## config.mk

```make
export PLATFORM = sky130hd
export DESIGN_NAME = alu_ga_stim_gen
export DESIGN_NICKNAME = d
export VERILOG_FILES = /design/src/rtl/alu_ga_stim_gen.sv
export SDC_FILE = /design/constraint.sdc
export NUM_CORES = 2
export LEC_CHECK = 0
export CAP_MARGIN = 20
export CORE_ASPECT_RATIO = 1.25
export CORE_MARGIN = 1
export CORE_UTILIZATION = 60
export CTS_CLUSTER_SIZE = 12
export DETAILED_ROUTE_END_ITERATION = 6
export GPL_ROUTABILITY_DRIVEN = 0
export PLACE_DENSITY = 0.75
export SLEW_MARGIN = 20
export SYNTH_ARGS = -nofsm -noshare
export SYNTH_HDL_FRONTEND = slang
export SYNTH_SLANG_ARGS = --single-unit
```

## constraint.sdc

```tcl
create_clock -name CLK -period 8 [get_ports CLK]
set_clock_uncertainty 0.05 [all_clocks]
set_input_delay 2.4 -clock CLK [delete_from_list [all_inputs] [get_ports CLK]]
set_output_delay 2.4 -clock CLK [all_outputs]
set_load 0.05 [all_outputs]
```

## src/rtl/alu_ga_stim_gen.sv

```systemverilog
// GA-driven ALU stimulus generator: per-field range tables seeded by a 32-bit
// Galois LFSR, emitting TRANS_COUNT transactions over a valid/ready handshake.
module alu_ga_stim_gen #(
    parameter int DATA_WIDTH    = 8,
    parameter int DELAY_WIDTH   = 8,
    parameter int NUM_RANGES    = 8,
    parameter int TRANS_CNT_DEF = 100
) (
    input  logic                  CLK,
    input  logic                  RST,
    input  logic                  CFG_WE,
    input  logic [7:0]            CFG_ADDR,
    input  logic [31:0]           CFG_WDATA,
    input  logic                  START,
    input  logic                  STOP,
    output logic                  TX_VLD,
    input  logic                  TX_DST_RDY,
    output logic [3:0]            TX_OP,
    output logic [1:0]            TX_MOVI,
    output logic [DATA_WIDTH-1:0] TX_REG_A,
    output logic [DATA_WIDTH-1:0] TX_REG_B,
    output logic [DATA_WIDTH-1:0] TX_MEM,
    output logic [DATA_WIDTH-1:0] TX_IMM,
    output logic                  BUSY,
    output logic                  DONE,
    output logic [31:0]           SENT_CNT
);
    localparam int FW = (DATA_WIDTH > DELAY_WIDTH) ? DATA_WIDTH : DELAY_WIDTH;
    localparam int IW = $clog2(NUM_RANGES);
    localparam logic [3:0]  NR   = 4'(NUM_RANGES);
    localparam logic [31:0] POLY = 32'h8020_0003;

    typedef enum logic [2:0] {IDLE, GEN, DLY, OUT, FIN} state_t;
    state_t state, nxt;

    logic [FW-1:0]          base [5][NUM_RANGES];
    logic [FW-1:0]          mask [5][NUM_RANGES];
    logic [3:0]             rc   [5];
    logic [31:0]            trans_count, seed, lfsr;
    logic [2:0]             g;
    logic [DELAY_WIDTH-1:0] dly;
    logic                   stop_pend;
    logic [2:0]             fsel;
    logic [IW-1:0]          idx;
    logic [FW-1:0]          draw;
    logic                   start_ok;

    assign TX_VLD   = (state == OUT);
    assign BUSY     = (state != IDLE);
    assign DONE     = (state == FIN);
    assign start_ok = START && !STOP;

    // Range pick and masked random draw for the field selected by GEN cycle g
    always_comb begin
        fsel = (g < 3'd5) ? g : 3'd0;
        idx  = IW'({1'b0, lfsr[2:0]} % rc[fsel]);
        draw = base[fsel][idx] | (lfsr[8 +: FW] & mask[fsel][idx]);
    end

    always_ff @(posedge CLK) begin
        if (!RST) state <= IDLE;
        else      state <= nxt;
    end

    always_comb begin
        nxt = state;
        case (state)
            IDLE: if (start_ok) nxt = (trans_count == 32'd0) ? FIN : GEN;
            GEN: begin
                if (STOP)            nxt = IDLE;
                else if (g == 3'd5)  nxt = (dly != '0) ? DLY : OUT;
            end
            DLY: begin
                if (STOP)                          nxt = IDLE;
                else if (dly == DELAY_WIDTH'(1))   nxt = OUT;
            end
            OUT: begin
                if (TX_DST_RDY) begin
                    if (stop_pend || STOP)                   nxt = IDLE;
                    else if (SENT_CNT + 32'd1 == trans_count) nxt = FIN;
                    else                                      nxt = GEN;
                end
            end
            FIN:     nxt = IDLE;
            default: nxt = IDLE;
        endcase
    end

    always_ff @(posedge CLK) begin
        if (!RST) begin
            for (int f = 0; f < 5; f++) begin
                rc[f] <= 4'd1;
                for (int i = 0; i < NUM_RANGES; i++) begin
                    base[f][i] <= '0;
                    mask[f][i] <= '1;
                end
            end
            trans_count <= 32'(TRANS_CNT_DEF);
            seed        <= 32'd1;
            lfsr        <= 32'd1;
            g           <= 3'd0;
            dly         <= '0;
            stop_pend   <= 1'b0;
            SENT_CNT    <= 32'd0;
            TX_OP       <= 4'd0;
            TX_MOVI     <= 2'd0;
            TX_REG_A    <= '0;
            TX_REG_B    <= '0;
            TX_MEM      <= '0;
            TX_IMM      <= '0;
        end else begin
            if (CFG_WE && state == IDLE) begin
                if (!CFG_ADDR[7]) begin
                    if (CFG_ADDR[6:4] < 3'd5 && {1'b0, CFG_ADDR[3:1]} < NR) begin
                        if (CFG_ADDR[0]) mask[CFG_ADDR[6:4]][CFG_ADDR[IW:1]] <= CFG_WDATA[FW-1:0];
                        else             base[CFG_ADDR[6:4]][CFG_ADDR[IW:1]] <= CFG_WDATA[FW-1:0];
                    end
                end else if (CFG_ADDR == 8'h80) begin
                    trans_count <= CFG_WDATA;
                end else if (CFG_ADDR == 8'h81) begin
                    seed <= CFG_WDATA;
                end else if (CFG_ADDR >= 8'h82 && CFG_ADDR <= 8'h86) begin
                    // zero would make the modulo undefined, so it reads back as one range
                    if (CFG_WDATA == 32'd0)                   rc[CFG_ADDR[2:0] - 3'd2] <= 4'd1;
                    else if (CFG_WDATA > 32'(NUM_RANGES))     rc[CFG_ADDR[2:0] - 3'd2] <= NR;
                    else                                      rc[CFG_ADDR[2:0] - 3'd2] <= CFG_WDATA[3:0];
                end
            end

            if (state == IDLE && start_ok) begin
                SENT_CNT <= 32'd0;
                lfsr     <= (seed == 32'd0) ? 32'd1 : seed;
            end

            g         <= (state == GEN) ? g + 3'd1 : 3'd0;
            stop_pend <= (state == OUT) && (nxt == OUT) && (stop_pend || STOP);

            case (state)
                GEN: begin
                    lfsr <= {1'b0, lfsr[31:1]} ^ (lfsr[0] ? POLY : 32'd0);
                    case (g)
                        3'd0: dly      <= draw[DELAY_WIDTH-1:0];
                        3'd1: TX_REG_A <= draw[DATA_WIDTH-1:0];
                        3'd2: TX_REG_B <= draw[DATA_WIDTH-1:0];
                        3'd3: TX_MEM   <= draw[DATA_WIDTH-1:0];
                        3'd4: TX_IMM   <= draw[DATA_WIDTH-1:0];
                        3'd5: begin
                            TX_OP   <= lfsr[3:0];
                            TX_MOVI <= lfsr[5:4];
                        end
                        default: ;
                    endcase
                end
                DLY: dly <= dly - DELAY_WIDTH'(1);
                OUT: if (TX_DST_RDY) SENT_CNT <= SENT_CNT + 32'd1;
                default: ;
            endcase
        end
    end
endmodule
```

==> reports/metrics.csv <==
metric,value,unit
critPathKind,flop to flop,
vias,32200,
ant_nets,0,
netSwitchingPower,0.00255,W
synthArstFlopShare,0,%
coreArea,69500,um^2
drt_wl_total,134000,um
cts_hold_buf,0,
yosysTopAreaCell,edfxtp_1,
root_buffer,clkbuf_16,
ios,119,
layoutNonFillerInstCount,4891,
rows,108,
path_max_fanout,66,
cts_buffer_depth,3,
finalCritPeriodShare,95.8,%
startpoint,g[1],
synth_edf_count,731,
wl_per_cell,27.4,um
synth-main-ff-cell,edfxtp_1,
synth.most_common_cell,edfxtp_1,
die_area,71200,um^2
synth_seq_area_share,60.7,%
r2r_end,TX_IMM[2],
setup_viol_count_final,0,
r2r_start,g[1],
die_h,298,um
cts.htree.levels,3,
grt_first_pass_wirelength,196000,um
switching_share,24.9,%
holdCritPathClass,flop to flop,
grt_setup_unrepaired,false,
routed_via_density,6.58,
numClockSinks,912,
synthToLayoutAreaGrowth,12.3,%
max_cap_viol_count,0,
reg2regPathDepth,27,
status,finished clean,
die_x,239,um
cts_tree,yes,
min_to,TX_OP[2],
post-route-util,68.1,%
netlist-cell-type-count,105,
leakage,15.2,nW
cp-end-kind,flop,
synth_top_area_share,52.1,%
fin_tns_setup,0,ps
p_int,0.00768,W
tightestPinTransition,1120,ps
worst_skew_pair.late_latency,690,ps
slew_violations,0,
clk_pin_slew_worst_paths,60,ps
drc_errors,0,
dpl-instance-area,44500,um^2
antenna_found_initial,2,
finalHoldViolations,0,
ys_top_cells_by_count,"edfxtp_1 (731), nand2_1 (701), nor2_1 (426)",
placedCellCount,4733,
arrival,8190,ps
numCtsBuffers,91,
p_per_area,216,nW/um^2
seq_power_share,51.1,%
fin_area,47300,um^2
slew_headroom,22.9,%
grt_max_degree,67,
regToRegSetupSlack,330,ps
synth_area,42100,um^2
io_buffers,118,
start_util,60.6,%
critPathLaunchType,flop,
synthTopCellsByArea,"edfxtp_1 (52%), dfxtp_1 (8.6%), nand2_1 (6.2%)",
nets,3962,
grt.total_usage,37.5,%
peakVddDrop,0.178,mV
clkPwrFrac,39.3,%
dp_hpwl,89400,um
avgSynthCellArea,11.2,um^2
drt-initial-drc-count,4236,
yosysWarnings,0,
cp.required,8530,ps
max_freq,130,MHz
drive_above_1_share,12.9,%
syn_inst,3770,
p_comb_share,9.6,%
synth_seq_cells,912,
whs_path_depth,2,
grt_remaining_overflow,0,
period_needed,7670,ps
hold_start,TX_OP[2],
grt_pass1_vias,30700,
power,0.0102,W
drt-pass1-iter-count,7,
[placed cells by master, fill, tap and decap left out, types with 34 or more instances in the layout]
cell / synthesis / final
edfxtp_1: 731 / 731
nand2_1: 701 / 699
nor2_1: 426 / 419
dfxtp_1: 181 / 178
a21oi_1: 170 / 169
nand3_1: 148 / 148
or2_2: 119 / 119
clkdlybuf4s50_1: 0 / 117
buf_4: 13 / 113
o21ai_0: 113 / 109
clkbuf_16: 0 / 94
mux2i_1: 86 / 85
mux4_2: 80 / 80
conb_1: 1 / 71
and3_1: 62 / 62
a31oi_1: 62 / 62
inv_1: 51 / 51
nor3_1: 41 / 41
o22ai_1: 37 / 37
or3_1: 34 / 34
[metal layers]
| layer | vias to the layer above | track usage (%) | routed length [um] |
|---|---|---|---|
| met5 | - | 0 | 13 |
| met4 | 2 | 26.2 | 11100 |
| met3 | 566 | 8.91 | 15600 |
| met2 | 2237 | 60.3 | 63300 |
| met1 | 15500 | 44.4 | 44100 |
| li1 | 13800 | - | - |
[final cells by class]
type | count | area (um^2)
repair buffers | 233 | 2090
inverters | 53 | 201
fillers | 5215 | 22200
clock inverters | 21 | 189
diodes | 3 | 7.51
multi-input cells | 2604 | 15500
flip-flops and latches | 912 | 25600
well taps | 935 | 1170
clock buffers | 130 | 2510
[power by group through the flow]
stage | Combinational, W | Clock, W | Sequential [W]
6_report | 0.000984 | 0.00402 | 0.00523
5_1_grt | 0.00101 | 0.00421 | 0.00524
4_1_cts | 0.000914 | 0.00401 | 0.00523
3_5_place_dp | 0.000910 | 0 | 0.00533
3_3_place_gp | 0.000899 | 0 | 0.00533
2_1_floorplan | 0.000554 | 0 | 0.00532
[flip-flops by register name, summed over array words and instances (netlist names)]
signal / count
mask: 358
TX_REG_A: 8
lfsr: 32
TX_MEM: 8
dly: 8
state: 3
rc: 20
TX_MOVI: 2
TX_OP: 4
TX_IMM: 8
TX_REG_B: 8
stop_pend: 1
base: 353
g: 3
trans_count: 32
SENT_CNT: 32
seed: 32
[cells by family after synthesis]
| logic type | after synthesis | synth area share (%) |
|---|---|---|
| and+or+nand+nor | 1688 | 18.3 |
| AOI/OAI and AO/OA | 578 | 8.92 |
| adders and majority gates | 21 | 0.642 |
| muxes | 192 | 7.02 |
| buffers and inverters | 326 | 3.29 |
| other | 1 | 0.00891 |
| xor gates and xnor gates | 52 | 1.11 |
| DFF | 912 | 60.7 |
[how the worst max path moves through the flow]
stage,end,depth (start not counted)
detailed placement,TX_IMM[4],27
CTS,TX_IMM[4],27
finish,TX_IMM[2],27
global route,TX_MEM[6],30
floorplan,dly[7],33
global placement,TX_REG_A[4],27
[critical path, stage by stage (launching register included)]
cell and delay, ps:
dfxtp_2 370, buf_4 210, or2_1 260, o32a_4 250
a21oi_1 150, buf_4 150, and2_1 180, nand3_1 100
nor3_1 200, ha_1 310, a21o_1 190, a31o_2 260
a21boi_0 130, ha_1 340, o211ai_1 120, and2_1 190
a211oi_4 340, o21a_2 400, ha_1 320, nand2b_1 150
a211o_1 400, a22oi_2 270, clkbuf_16 410, buf_4 280
mux4_2 330, o21ai_1 440, nand3b_1 320, a221o_1 400
[through the flow]
| step | hold slack, ps | setup slack, ps |
|---|---|---|
| global placement | 410 | 519 |
| global route | 446 | 42.4 |
| CTS | 424 | 326 |
| finish | 424 | 334 |
| detailed placement | 416 | 361 |
| floorplan | 394 | 1150 |
[what timing repair did]
action / in CTS / in global routing
setup buffers: 0 / 1
endpoints found under the setup margin: 0 / 21
gates resized for setup: 0 / 7
No activity file was read; power rests on OpenSTA's default activity.
